**src/rtl/gray_step_monitor.sv**
```systemverilog
// Gray-coded position stream monitor: decodes each accepted sample, classifies
// the transition from the previous sample, and keeps step/error counters plus lock state.
module gray_step_monitor #(
  parameter int WIDTH = 4,
  parameter int CNT_W = 8
) (
  input  logic             clk,
  input  logic             rst_n,
  input  logic [WIDTH-1:0] gray_in,
  input  logic             in_valid,
  input  logic             clr,
  output logic [WIDTH-1:0] bin_out,
  output logic             bin_valid,
  output logic             step,
  output logic             dir_up,
  output logic             err,
  output logic             locked,
  output logic [CNT_W-1:0] step_count,
  output logic [CNT_W-1:0] err_count,
  output logic [1:0]       state_dbg
);

  // Handshake: a sample is taken on every rising edge where in_valid is high
  // and clr is low; there is no back-pressure, so a sample can arrive every cycle.

  typedef enum logic [1:0] {
    IDLE  = 2'd0,
    ACQ   = 2'd1,
    TRACK = 2'd2
  } state_t;

  localparam logic [WIDTH-1:0] BIN_ONE = WIDTH'(1);
  localparam logic [CNT_W-1:0] CNT_ONE = CNT_W'(1);

  state_t           state_q, state_d;
  logic [WIDTH-1:0] prev_g_q, prev_g_d;
  logic [WIDTH-1:0] bin_q, bin_d;
  logic             bin_valid_q, bin_valid_d;
  logic             step_q, step_d;
  logic             err_q, err_d;
  logic             dir_up_q, dir_up_d;
  logic [CNT_W-1:0] step_cnt_q, step_cnt_d;
  logic [CNT_W-1:0] err_cnt_q, err_cnt_d;

  logic [WIDTH-1:0] new_bin;
  logic [WIDTH-1:0] diff;
  logic             same_code;
  logic             one_bit;
  logic             is_up;

  // Each binary bit is the XOR of all Gray bits at or above it.
  always_comb begin
    new_bin = '0;
    for (int i = 0; i < WIDTH; i++) begin
      new_bin[i] = ^(gray_in >> i);
    end
  end

  assign diff      = gray_in ^ prev_g_q;
  assign same_code = (diff == '0);
  assign one_bit   = !same_code && ((diff & (diff - BIN_ONE)) == '0);
  assign is_up     = (new_bin == (bin_q + BIN_ONE));

  always_comb begin
    state_d     = state_q;
    prev_g_d    = prev_g_q;
    bin_d       = bin_q;
    bin_valid_d = bin_valid_q;
    step_d      = 1'b0;
    err_d       = 1'b0;
    dir_up_d    = dir_up_q;
    step_cnt_d  = step_cnt_q;
    err_cnt_d   = err_cnt_q;
    if (clr) begin
      state_d     = IDLE;
      prev_g_d    = '0;
      bin_d       = '0;
      bin_valid_d = 1'b0;
      dir_up_d    = 1'b1;
      step_cnt_d  = '0;
      err_cnt_d   = '0;
    end else if (in_valid) begin
      case (state_q)
        IDLE: begin
          prev_g_d    = gray_in;
          bin_d       = new_bin;
          bin_valid_d = 1'b1;
          state_d     = ACQ;
        end
        ACQ, TRACK: begin
          if (same_code) begin
            bin_d = new_bin;
          end else if (one_bit) begin
            step_d     = 1'b1;
            step_cnt_d = step_cnt_q + CNT_ONE;
            dir_up_d   = is_up;
            prev_g_d   = gray_in;
            bin_d      = new_bin;
            state_d    = TRACK;
          end else begin
            err_d     = 1'b1;
            err_cnt_d = (err_cnt_q == '1) ? err_cnt_q : err_cnt_q + CNT_ONE;
            prev_g_d  = gray_in;
            bin_d     = new_bin;
            state_d   = ACQ;
          end
        end
        default: state_d = IDLE;
      endcase
    end
  end

  always_ff @(posedge clk or negedge rst_n) begin
    if (!rst_n) begin
      state_q     <= IDLE;
      prev_g_q    <= '0;
      bin_q       <= '0;
      bin_valid_q <= 1'b0;
      step_q      <= 1'b0;
      err_q       <= 1'b0;
      dir_up_q    <= 1'b1;
      step_cnt_q  <= '0;
      err_cnt_q   <= '0;
    end else begin
      state_q     <= state_d;
      prev_g_q    <= prev_g_d;
      bin_q       <= bin_d;
      bin_valid_q <= bin_valid_d;
      step_q      <= step_d;
      err_q       <= err_d;
      dir_up_q    <= dir_up_d;
      step_cnt_q  <= step_cnt_d;
      err_cnt_q   <= err_cnt_d;
    end
  end

  assign bin_out    = bin_q;
  assign bin_valid  = bin_valid_q;
  assign step       = step_q;
  assign err        = err_q;
  assign dir_up     = dir_up_q;
  assign locked     = (state_q == TRACK);
  assign step_count = step_cnt_q;
  assign err_count  = err_cnt_q;
  assign state_dbg  = state_q;

endmodule

```
**config.mk**
```make
export PLATFORM = sky130hd
export DESIGN_NAME = gray_step_monitor
export DESIGN_NICKNAME = d
export VERILOG_FILES = /design/src/rtl/gray_step_monitor.sv
export SDC_FILE = /design/constraint.sdc
export NUM_CORES = 1
export LEC_CHECK = 0
export CORE_AREA = 2 2 81 83
export DETAILED_ROUTE_END_ITERATION = 12
export DIE_AREA = 0 0 83 85
export PLACE_DENSITY = 0.48
export SLEW_MARGIN = 20
export SYNTH_ARGS = -nofsm -noshare
export SYNTH_HDL_FRONTEND = slang
export SYNTH_SLANG_ARGS = --single-unit
```
**constraint.sdc**
```tcl
create_clock -name clk -period 4.3 [get_ports clk]
set_clock_uncertainty 0.2 [all_clocks]
set_input_delay 1.29 -clock clk [delete_from_list [all_inputs] [get_ports clk]]
set_output_delay 1.29 -clock clk [all_outputs]
set_load 0.01 [all_outputs]
```
Yosys cells after proc, flatten, opt, wreduce, memory -nomap -nowiden
Index checks and enable logic that the tools add are counted.
{"block": "op_classes", "muxes": 41, "bitwise_logic": 2, "addsub": 4, "n_eq_ne": 8, "reduce_logical": 23}
{"op": "two-way mux 8 bit", "n": 11}
{"op": "two-way mux 4 bit", "n": 6}
{"op": "two-way mux 1 bit", "n": 18}
{"op": "adder 8 x 1 -> 8 bit, second input constant", "n": 2}
{"op": "parity 4 bit", "n": 4}
{"op": "nonzero test 2 bit", "n": 5}
{"op": "== test 8 bit, second input constant", "n": 1}
{"op": "zero test 4 bit", "n": 2}
{"op": "two-way mux 2 bit", "n": 4}
{"op": "one-hot mux 4 bit (2 select lines)", "n": 1}
{"op": "!= test 2 bit, second input constant", "n": 3}
{"op": "AND reduction 2 bit", "n": 3}
{"op": "AND reduction 5 bit", "n": 1}
{"op": "adder 4 x 1 -> 4 bit, second input constant", "n": 1}
{"op": "bitwise AND 4 bit", "n": 1}
{"op": "== test 4 bit", "n": 1}
{"op": "one-hot mux 2 bit (2 select lines)", "n": 1}
{"op": "AND reduction 4 bit", "n": 1}
{"op": "subtractor 4 x 1 -> 4 bit, second input constant", "n": 1}
{"op": "XOR 4 bit", "n": 1}
{"op": "!= test 3 bit, second input constant", "n": 1}
{"op": "AND reduction 3 bit", "n": 1}
{"op": "nonzero test 3 bit", "n": 1}
{"op": "OR reduction 3 bit", "n": 1}
{"op": "other kinds (6)", "n": 6}
{"block": "totals", "register_bits": 30, "output_inout_bits": 27, "inputBits": 8}

Longest topological paths before layout
{"block": "depth", "word_depth": 10, "mapped_depth": 8, "mapped_depth_nobuf": 7}

Worst setup path after synthesis
Ideal clock, no wire load.
{"block": "synth_timing", "path_type": "input-to-reg", "from": "input gray_in[3]", "to": "register err_cnt_q[0], in the netlist err_count[0]", "setup_ns": 0.125, "stages": 6, "t_required_ns": 3.975, "slack_ns": 1.432, "path_buffers": 1, "arrival_ns": 2.543, "cell_sequence": "buf_4 xnor2_1 o21ai_0 a21oi_1 nor4_1 mux2_2"}
{"block": "synth_via", "elab_chain_cells": 7}
{"item": "from (decl)", "line_no": "9", "rtl": "input logic [WIDTH-1:0] gray_in,"}
{"item": "XOR 4 bit (*)", "line_no": "59", "rtl": "assign diff = gray_in ^ prev_g_q;"}
{"item": "subtractor 4 x 1 -> 4 bit", "line_no": "61", "rtl": "assign one_bit = !same_code && ((diff & (diff - BIN_ONE)) == '0);"}
{"item": "bitwise AND 4 bit", "line_no": "61"}
{"item": "zero test 4 bit", "line_no": "61"}
{"item": "logical AND 1 bit", "line_no": "61"}
{"item": "!= test 2 bit (no line)"}
{"item": "AND reduction 5 bit (no line) (*)"}
{"item": "to (signal assigned)", "line_no": "133", "rtl": "err_cnt_q <= err_cnt_d;"}
{"item": "to (decl)", "line_no": "43", "rtl": "logic [CNT_W-1:0] err_cnt_q, err_cnt_d;"}
Every way passes the cells marked *; elsewhere a longest branch is shown, timed or not.
A chain may end at the register's enable or synchronous reset.

Final worst setup path
{"block": "layout_timing", "from": "input gray_in[3]", "to": "register step_cnt_q[7], in the netlist step_count[7]"}
{"block": "layout_via", "elab_chain_cells": 7}
{"item": "XOR 4 bit (*)", "line_no": "59"}
{"item": "subtractor 4 x 1 -> 4 bit", "line_no": "61"}
{"item": "bitwise AND 4 bit", "line_no": "61"}
{"item": "zero test 4 bit", "line_no": "61"}
{"item": "logical AND 1 bit", "line_no": "61"}
{"item": "nonzero test 2 bit (no line)"}
{"item": "AND reduction 4 bit (no line) (*)"}
{"item": "to (signal assigned)", "line_no": "132", "rtl": "step_cnt_q <= step_cnt_d;"}
{"item": "to (decl)", "line_no": "42", "rtl": "logic [CNT_W-1:0] step_cnt_q, step_cnt_d;"}
Marked as above.

==> qor.yml <==
run_status:
  status: "completed"
grt:
  globalRoute.totalOverflow: 0
  grt_max_degree: 36
  grt_pass1_wl_mm: 6.679
  antenna_found_initial: 0
  gr-usage-all-layers_pct: 11.87
  first_global_vias: 1338
power_and_ir_drop:
  clkPwrFrac_pct: 32.6
  powerDensity_nw_per_um2: 290.8
  power_mw: 0.6629
  power_leakage_nw: 0.9325
  ir_drop_v: 0.0001144
  p_sw_share_pct: 29.51
  power_frac_seq_pct: 46.4
  p_comb_share_pct: 21.0
  internal_power_mw: 0.4673
  p_switching_mw: 0.1956
sta:
  timing.fmax_ghz: 0.2936
  fin_setup_tns_ns: 0
  fin_crit_sh_pct: 79.20
  slew_viol_final: 0
  hold_violations: 0
  fin_crit_ns: 3.406
  slew_headroom_pct: 58.99
  tightest_slew_ns: 0.6110
  rsz0062_at_grt: "no"
  final-setup-viol-count: 0
hold_path:
  worst_hold_path_type: "flip-flop to flip-flop"
synth:
  yosys.area_share.simple_pct: 19.06
  synth_flop_cell: "dfrtp_1"
  synth_top_area_share_pct: 40.64
  synth_area_um2: 1785
  ys_types: 42
  yosysSeqAreaShare_pct: 42.12
  synth_area_leaders: "dfrtp_1, ha_1, a21oi_1"
  synth_edf_count: 0
  synth_top_family_by_area: "simple AND/OR/NAND/NOR gates"
  postSynthCellCount: 181
  synth_compound_area_share_pct: 15.70
  syn-num-nets: 196
  synthMuxAreaShare_pct: 3.574
  ys_seq_elements: 30
  synth_area_per_cell_um2: 9.864
  synth_warnings: 0
  synth_top_area_cell: "dfrtp_1"
  synthAdderAreaFrac_pct: 4.905
  synthArstFlopShare_pct: 100.0
  synth-xor-area-share_pct: 11.14
job:
  drv_cap: 0
cells_and_area:
  final_common_cell: "clkdlybuf4s50_1"
  final_cell_mix: "clkdlybuf4s50_1, dfrtp_1, a21oi_1"
  drive_gt1_share_pct: 9.217
  final_nets: 232
  syn_to_final_growth_pct: 27.68
  num_antenna_cells: 0
  utilization_pct: 36.74
critical_path:
  crit_arrival_ns: 3.41
  crit_type: "input pin to flip-flop"
  critPathMaxFanout: 13
  worstPathRequired_ns: 4.31
  cp-end-kind: "flip-flop"
  startpoint_type: "input pin"
clocking:
  cts_buffer_depth: 2
  htree_levels: 2
  cts_tree: "yes"
  cts_setup_buffers: 0
  cts_hold_buf: 0
  postCtsResizedCells: 0
  cts_root_buf: "clkbuf_8"
  clock-sinks: 30
  clk_pin_slew_ns: 0.07
  numCtsBuffers: 5
  clk_latency_ns: 0.28
route:
  drcViolationCount: 0
  drt-total-wl_mm: 3.971
  drt_first_pass_iters: 4
  drt_iter0_markers: 38
  vias: 1456
  ant_nets: 0
  wl_per_cell_um: 13.51
  via_per_inst: 4.952
placed_design:
  gp_congestion: 0.8625
  dp.final_hpwl_mm: 2.908
  port_buffers: 34
floorplanning:
  die-area_um2: 7055
  std_cell_rows: 29
  initial_core_util_pct: 28.78
  die_w_um: 83
  die_y_um: 85
  core_um2: 6205
  num_io_pins: 35
## routing by layer
metal | part of all wire, % | vias up | track usage, % | wire (µm)
met1 | 47 | 698 | 15.08 | 1848
met4 | 1.9 | 0 | 5.812 | 77
met5 | 0 | - | 0 | 0
met3 | 3.9 | 8 | 2.821 | 155
li1 | - | 723 | - | -
met2 | 48 | 27 | 19.06 | 1889
## cell families after synthesis
family,Yosys count
AND/OR/NAND/NOR,63
AO/OA/AOI/OAI,44
flip-flops,30
XOR/XNOR,18
buffers and inverters,13
adder cells (fa/ha/maj),7
multiplexers,6
## worst paths after layout
kind / start / end / slack, ns / depth (start not counted)
worst max-delay path: gray_in[3] / step_count[7] / 0.89 / 7
worst min-delay path: prev_g_q[1] / prev_g_q[1] / 0.33 / 1
worst max register to register: state_dbg[0] / step_count[7] / 1.82 / 8
worst min register to register: prev_g_q[1] / prev_g_q[1] / 0.33 / 1
max in group asynchronous: rst_n / dir_up / 2.36 / 2
min in group asynchronous: rst_n / err / 1.20 / 2
## cell type report
cell class	count	area, µm²
clock buffer	5	68.82
inverter	5	18.77
sequential	30	752.0
fill	644	3925
clock inverter	2	10.01
tap	77	96.34
timing repair buffer	37	362.8
multi-input combinational	138	970.9
## stage by stage
step	std cells	hold slack (ns)	area, µm²	worst slack (ns)
detailed placement	287	0.3213	2201	0.5999
floorplan	181	0.3050	1785	1.432
CTS	294	0.3372	2280	0.8910
finish	294	0.3306	2280	0.8945
global placement	287	0.3167	2201	0.6186
global route	294	0.3582	2280	0.7128
## synthesized netlist by cell type, types with 4 or more instances
cell type / number
a21o_1: 4
or4_1: 4
xnor2_1: 8
a21oi_1: 17
xor2_1: 6
dfrtp_1: 29
nor2_1: 16
or3_1: 6
inv_1: 5
nand3_1: 8
ha_1: 7
o31ai_1: 5
nor2b_1: 4
nor4b_1: 4
o21ai_0: 7
nand2_1: 9
## sequential cells by signal (all words and copies together) (netlist names)
register / count
err: 1
step: 1
step_count: 8
bin_valid: 1
dir_up: 1
prev_g_q: 4
state_dbg: 2
err_count: 8
bin_out: 4
## power by group through the flow
stage | combinational (mW) | sequential (mW) | clock [mW]
final | 0.139 | 0.308 | 0.216
after detailed placement | 0.141 | 0.314 | 0
after global placement | 0.141 | 0.313 | 0
after floorplan | 0.0893 | 0.314 | 0
after CTS | 0.141 | 0.308 | 0.230
after global routing | 0.154 | 0.310 | 0.242
## worst max-delay path, cell delays in order
cell	delay, ns
clkdlybuf4s50_1	0.61
xnor2_4	0.24
xnor2_2	0.20
a2bb2oi_2	0.22
buf_4	0.20
or4_1	0.50
a21oi_1	0.15
(Power assumes the default switching activity.)
